<file path="src/rtl/fabric_port_in.sv">
// fabric_port_in: serialises packets of up to 4 flits onto a credit-flow-controlled NoC link
module fabric_port_in #(
  parameter int WIDTH_NOC        = 8,
  parameter int NUM_VC           = 2,
  parameter int DEPTH_PER_VC     = 8,
  parameter int VC_ADDRESS_WIDTH = $clog2(NUM_VC),
  parameter int WIDTH_PAY        = WIDTH_NOC - 3 - VC_ADDRESS_WIDTH
) (
  input  logic                        clk_noc,
  input  logic                        rst_n,
  input  logic [4*WIDTH_PAY-1:0]      rtl_data_in,
  input  logic [1:0]                  rtl_len_in,
  input  logic [VC_ADDRESS_WIDTH-1:0] rtl_vc_in,
  input  logic                        rtl_valid_in,
  output logic                        rtl_ready_out,
  output logic [WIDTH_NOC-1:0]        noc_flit_out,
  input  logic [NUM_VC-1:0]           noc_credits_in,
  output logic                        credit_err
);
  localparam int CW = $clog2(DEPTH_PER_VC + 1);
  localparam logic [CW-1:0] FULL = CW'(DEPTH_PER_VC);
  localparam logic [CW-1:0] ONE = CW'(1);
  typedef enum logic {IDLE, SEND} state_t;
  state_t state;
  logic [4*WIDTH_PAY-1:0] data_q;
  logic [1:0] len_q, idx;
  logic [VC_ADDRESS_WIDTH-1:0] vc_q;
  logic [CW-1:0] cnt [NUM_VC];
  logic send;
  logic [NUM_VC-1:0] send_vc, ovf;
  logic [WIDTH_PAY-1:0] pay;
  assign send = state == SEND && cnt[vc_q] != '0;
  assign pay = WIDTH_PAY'(data_q >> (idx * WIDTH_PAY));
  // a send and a returned credit on the same VC cancel; a credit into a full counter is dropped
  for (genvar v = 0; v < NUM_VC; v++) begin : g_vc
    assign send_vc[v] = send && vc_q == VC_ADDRESS_WIDTH'(v);
    assign ovf[v] = noc_credits_in[v] && !send_vc[v] && cnt[v] == FULL;
    always_ff @(posedge clk_noc or negedge rst_n) begin
      if (!rst_n) cnt[v] <= FULL;
      else if (send_vc[v] != noc_credits_in[v] && !ovf[v]) cnt[v] <= send_vc[v] ? cnt[v] - ONE : cnt[v] + ONE;
    end
  end
  always_ff @(posedge clk_noc or negedge rst_n) begin
    if (!rst_n) begin
      state <= IDLE;
      rtl_ready_out <= 1'b1;
      noc_flit_out <= '0;
      credit_err <= 1'b0;
      data_q <= '0;
      len_q <= '0;
      vc_q <= '0;
      idx <= '0;
    end else begin
      credit_err <= credit_err | (|ovf);
      noc_flit_out <= send ? {1'b1, idx == 2'd0, idx == len_q, vc_q, pay} : '0;
      if (state == IDLE) begin
        if (rtl_valid_in) begin
          state <= SEND;
          rtl_ready_out <= 1'b0;
          data_q <= rtl_data_in;
          len_q <= rtl_len_in;
          vc_q <= rtl_vc_in;
          idx <= '0;
        end
      end else if (send) begin
        idx <= idx + 2'd1;
        if (idx == len_q) begin
          state <= IDLE;
          rtl_ready_out <= 1'b1;
        end
      end
    end
  end
endmodule

</file>
<file path="config.mk">
export PLATFORM = sky130hd
export DESIGN_NAME = fabric_port_in
export DESIGN_NICKNAME = d
export VERILOG_FILES = /design/src/rtl/fabric_port_in.sv
export SDC_FILE = /design/constraint.sdc
export NUM_CORES = 1
export LEC_CHECK = 0
export ABC_AREA = 1
export CAP_MARGIN = 0
export CORE_UTILIZATION = 25
export CTS_CLUSTER_DIAMETER = 100
export DETAILED_ROUTE_END_ITERATION = 16
export SLEW_MARGIN = 20
export SYNTH_ARGS = -nofsm -noshare
export SYNTH_HDL_FRONTEND = slang
export SYNTH_SLANG_ARGS = --single-unit
</file>
<file path="constraint.sdc">
create_clock -name clk_noc -period 2.05 [get_ports clk_noc]
set_input_delay 0.41 -clock clk_noc [delete_from_list [all_inputs] [get_ports clk_noc]]
set_output_delay 0.41 -clock clk_noc [all_outputs]
set_load 0.005 [all_outputs]
</file>
======== Word-level counts from Yosys, hierarchy flattened ========
Index checks and enable logic that the tools add are counted.
W data, S select, Z words.
cells by class
  shift operators ......................... 1
  reductions and logical operators ........ 20
  magnitude comparators ................... 1
  mux-type cells .......................... 17
  eq/ne operators ......................... 7
  $add $sub $neg .......................... 5
  bitwise gates (word level) .............. 4
operators with widths
  kind                   count
  $mux W4                5
  $shr A16 B4 Y4         1
  $logic_and A1 B1 Y1    9
  $add A4 B1 Y4 const B  2
  $eq A4 B4 Y1 const B   2
  $mux W1                8
  $mux W8                1
  $sub A4 B1 Y4 const B  2
  $mux W2                3
  $logic_not A1 Y1       4
  $ne A2 B1 Y1 const B   2
  $reduce_and A2 Y1      2
  $reduce_bool A4 Y1     1
  $reduce_and A3 Y1      1
  $add A2 B1 Y2 const B  1
  $eq A2 B2 Y1           1
  $ge A2 B2 Y1 const B   1
  $logic_not A2 Y1       1
  $ne A1 B1 Y1           2
  $not A1 Y1             2
  $not A1 Y2             1
  $reduce_bool A2 Y1     1
  $reduce_or A2 Y1       1
  $or A1 B1 Y1           1
word-level totals
  logic and storage cells ................. 65
  flip-flop bits (word level) ............. 40
  output and inout port bits .............. 10
  input port bits ......................... 24

======== Depth between registers and ports, before layout ========
Gate-level depths: netlist (run 1).
  depth after elaboration ................. 12
  depth in mapped cells ................... 17
  mapped depth without buffers ............ 17

======== Worst setup path after synthesis (run 1) ========
OpenSTA, ideal clock, no wires.
  kind .................................... flip-flop to flip-flop
  start point ............................. reg cnt[3] in the netlist's numbering
  end point ............................... reg cnt[3] in the netlist's numbering
  arrival time ............................ 1.832 ns
  buffers on the path ..................... 0
  clock period less this slack ............ 1.908 ns
  slack ................................... 0.142 ns
  required time ........................... 1.974 ns
  setup time .............................. 0.076 ns
  cell stages (with the launch flop) ...... 17
  path through ............................ dfstp_2 > nor2_2 > nand3_2 > clkinv_2 > nor2_8 > nand2_4 > inv_4 > ha_1 > nand2_1 > nand2_1 > a21oi_1 > nand3b_1 > nand2_1 > clkinv_1 > nand2_1 > nand2_1 > nand2_1
between the ends
  cells in the longest elaborated chain, start to end .. 11
  elaborated cells between the ends (all ways) .. 16
  classes of those cells .................. add/sub: 2; eq/ne: 2; mux: 4; reduce/logical: 8
RTL lines
  element                                       line  text
  start, declared                               28    logic [CW-1:0] cnt [NUM_VC];
  start signal, assigned by index               40    else if (send_vc[v] != noc_credits_in[v] && !ovf[v]) cnt[v] <= send_vc[v] ? cnt[v] - ONE : cnt[v] + ONE;
  $mux W4 (not written as such) * (3 in a row)  32    assign send = state == SEND && cnt[vc_q] != '0;
  $reduce_bool A4 Y1 *                          32
  $logic_and A1 B1 Y1 *                         32
  net send                                      29    logic send;
  $logic_and A1 B1 Y1 *                         36    assign send_vc[v] = send && vc_q == VC_ADDRESS_WIDTH'(v);
  $logic_not A1 Y1                              37    assign ovf[v] = noc_credits_in[v] && !send_vc[v] && cnt[v] == FULL;
  $logic_and A1 B1 Y1 (2 in a row)              37
  $logic_not A1 Y1                              40
  $logic_and A1 B1 Y1                           40
Mark *: on every way through the listed nets, which the timed path passes. The rest lies on a longest branch. The select of a mux whose other input is x is not followed.
A chain may end at the register's enable or synchronous reset.

======== Final worst setup path (run 1) ========
  start point ............................. reg cnt[7] in the netlist's numbering
  end point ............................... reg cnt[3] in the netlist's numbering
The elaborated chain is that of the path after synthesis.

==> results.toml, run 1 <==
[run_status]
run_status = "finished, final reports clean"

[synth]
synth_area_leader = "sky130_fd_sc_hd__dfrtp_1"
synth_seq_area_share_pct = 50.9
synthArstFlopShare_pct = 100
post-synth-top-count-cell = "sky130_fd_sc_hd__nand2_1"
post-synth-top-area-fraction_pct = 46.9
synth.top_cells.by_count = "sky130_fd_sc_hd__nand2_1 (83), sky130_fd_sc_hd__dfrtp_1 (37), sky130_fd_sc_hd__nor2_1 (29)"
synth-edff-count = 0
post_synth_main_area_contributors = "sky130_fd_sc_hd__dfrtp_1 (47%), sky130_fd_sc_hd__nand2_1 (16%), sky130_fd_sc_hd__nor2_1 (5.5%)"
syn_area_per_cell_um2 = 8.29
netlist_instances = 238
post_syn_area_um2 = 1970
synth_flop_cell = "sky130_fd_sc_hd__dfrtp_1"
synth.ff_latch_count = 40
yosys_warnings = 0
yosysUniqueCellTypes = 29
synthesis.nets = 267

[critical_path]
class_of_the_most_critical_setup_path = "reg2reg"
critical_path.reg2reg.endpoint = "cnt[3]"
timing.reg2reg.worst_path_depth = 15
cp_slowest_stage_delay_ns = 0.59
crit_path_max_fanout = 4
startpoint_type = "register"
regToRegSetupSlack_ns = 0.05
worst_r2r_startpoint = "cnt[7]"
worst_ep_required_time_ns = 2.29
timing.critical_path.mode_cell = "sky130_fd_sc_hd__nand2_1"
type_of_element_capturing_the_critical_path = "register"
critical_path_arrival_ns = 2.24
critical-path-slowest-cell = "sky130_fd_sc_hd__dfstp_2"
cp_cell_sequence = "nor2_4 -> nand3_4 -> nand2_4 -> nor2_8 -> nand2_4 -> inv_4 -> ha_4 -> nand2_1 -> nand2_1 -> a21oi_2 -> nand3b_1 -> nand2_1 -> inv_2 -> nand3b_1 -> nand2_1"

[sta]
hold_violations = 0
worstMarginPinSlew_ns = 0.513
setup-tns-final_ns = 0
relSlewSlack_pct = 65.8
setup-violations-final = 0
unrepaired_setup_endpoints_after_global_routing = "yes"
period_minus_slack_ns = 2.00
final_max_slew_viols = 0
fin_skew_ns = 0.0101
min_period_over_period_pct = 97.6
maxClockFrequency_ghz = 0.500

[die]
die_height_um = 90.8
fp.dieArea_um2 = 8250
die-width_um = 90.8
top_level_ports = 34
effective_utilization_at_floorplan_pct = 25.7
rows = 32
core-area_um2 = 7690

[layout]
flow.area_growth_from_synthesis_pct = 34.6
nFillCells = 824
antennaDiodeCount = 0
fin_util_pct = 34.5
fin_nets = 315
final-seq-area_um2 = 1010
multi_input_comb_area_um2 = 882
post_route_cells_drive_above_1_share_pct = 17.8

[cts]
clkTransAtPathRegs_ns = 0.09
clock_sink_count = 40
clk_latency_ns = 0.30
cts-htree-levels = 2
clk_root_buffer_cell = "sky130_fd_sc_hd__clkbuf_8"
cts_buffer_depth = 2
ctsHoldBuffers = 0
cts-buffers-inserted = 5
clock_tree_from_tritoncts = "done"

[power]
power_frac_clock_pct = 16.1
power.internal_mw = 2.45
combinationalPowerShare_pct = 48.1
p_per_area_nw_per_um2 = 1540
fraction_of_power_spent_switching_nets_pct = 40.1
ir_worst_vdd_v = 0.000517
power.share.sequential_pct = 35.7
p_switching_mw = 1.64
post-layout-total-power_mw = 4.09
leakagePower_nw = 1.31

[detailed_routing]
drtIter0Drc = 30
drt_first_pass_iters = 4
wl_per_cell_um = 10.8
routed_via_density = 4.05
final_routed_drc_violation_total = 0
wl_um = 4220
detailroute.via_count = 1574
antenna_violating_nets_left = 0

[place]
gp_congestion = 0.759
port_buffers = 33
hpwlAfterDp_um = 2960

[global_routing]
antenna_found_initial = 0
grt_util_all_layers_pct = 11.0
grt_max_degree = 41
grt_pass1_wl_um = 7220
remaining_global_route_overflow = 0
vias_in_the_first_global_route = 1581

[min_path]
min_path_type = "in2async"

[flow_run]
cap_violations = 0
==> worst max-delay path by stage <==
stage	start	endpoint	slack, ns	depth (start not counted)
final	cnt[7]	cnt[3]	0.05	15
after global routing	cnt[7]	cnt[3]	-0.09	16
after CTS	cnt[5]	cnt[3]	0.003	15
after detailed placement	cnt[3]	cnt[3]	0.07	16
after global placement	cnt[3]	cnt[3]	0.11	16
after floorplan	cnt[3]	cnt[3]	0.14	16
==> timing repair <==
action                                  CTS  global route
gates resized for setup                   0             8
hold endpoints to repair                  0             0
buffers inserted                          0             4
endpoints found under the setup margin    0             1
==> stage by stage <==
stage	setup WS, ns	cell area, um2	hold WS, ns	cells
floorplan	0.142	1970	0.114	238
global placement	0.110	2470	0.451	377
detailed placement	0.0703	2470	0.455	377
CTS	0.00322	2590	0.186	385
global route	-0.0883	2660	0.217	389
finish	0.0482	2660	0.170	389
==> metal layers <==
| layer | vias up | GRT usage (%) | share of wire, % |
|---|---|---|---|
| li1 | 832 | - | - |
| met1 | 713 | 13.8 | 44 |
| met5 | - | 0 | 0 |
| met2 | 25 | 18.8 | 51 |
| met4 | 0 | 2.78 | 1.0 |
| met3 | 4 | 2.61 | 3.5 |
==> sequential cells by signal, summed over array words and instances (netlist names) <==
signal         cells
state              1
len_q              2
credit_err         1
rtl_ready_out      1
data_q            16
vc_q               1
idx                2
noc_flit_out       8
cnt                8
==> worst max-delay path, delay by kind of cell (launching register included) <==
family | cells | cell delay [ns]
compound gates | 1 | 0.14
fa+ha+maj | 1 | 0.19
buf+inv | 2 | 0.12
flops | 1 | 0.59
simple gates | 11 | 0.90
==> cell usage in the layout, fill, tap and decap left out, types with 5 or more instances in the layout <==
cell,netlist,layout
sky130_fd_sc_hd__o21ai_0,11,11
sky130_fd_sc_hd__a21oi_1,6,5
sky130_fd_sc_hd__nand3_1,7,7
sky130_fd_sc_hd__clkdlybuf4s50_1,0,32
sky130_fd_sc_hd__nand2_1,83,83
sky130_fd_sc_hd__buf_4,0,13
sky130_fd_sc_hd__inv_1,19,19
sky130_fd_sc_hd__clkbuf_8,0,5
sky130_fd_sc_hd__dfrtp_1,37,36
sky130_fd_sc_hd__nor2_1,29,27
sky130_fd_sc_hd__nand2_4,5,5
==> area by class of cell <==
class / count / share of cell area [%]
timing repair buffer: 46 / 15.9
clock inverter: 3 / 1.74
multi-input combinational: 167 / 33.2
clock buffer: 5 / 2.59
tap: 102 / 4.81
inverter: 26 / 3.82
sequential: 40 / 37.9
==> kinds of logic after synthesis <==
| group | synth area share, % |
|---|---|
| adders and majority gates | 3.55 |
| AOI/OAI and AO/OA | 6.02 |
| and+or+nand+nor | 32.1 |
| buffers and inverters | 6.09 |
| xor gates and xnor gates | 1.33 |
| DFF | 50.9 |
==> power by group through the flow <==
stage               clock network [mW]  registers, mW  logic (mW)
floorplan                            0           1.40        1.30
global placement                     0           1.46        1.81
detailed placement                   0           1.46        1.86
CTS                              0.687           1.45        1.88
global route                     0.708           1.52        2.27
finish                           0.661           1.46        1.97
Note: power is estimated with default switching activity, not from simulation.
==> run 2, diff against run 1 <==
--- a/config.mk
+++ b/config.mk
@@ -10,7 +10,6 @@
 export CORE_UTILIZATION = 25
 export CTS_CLUSTER_DIAMETER = 100
 export DETAILED_ROUTE_END_ITERATION = 16
-export SLEW_MARGIN = 20
 export SYNTH_ARGS = -nofsm -noshare
 export SYNTH_HDL_FRONTEND = slang
 export SYNTH_SLANG_ARGS = --single-unit
==> results of run 2 <==
Same layout as run 1: the final DEF is identical, and so are final timing and power.
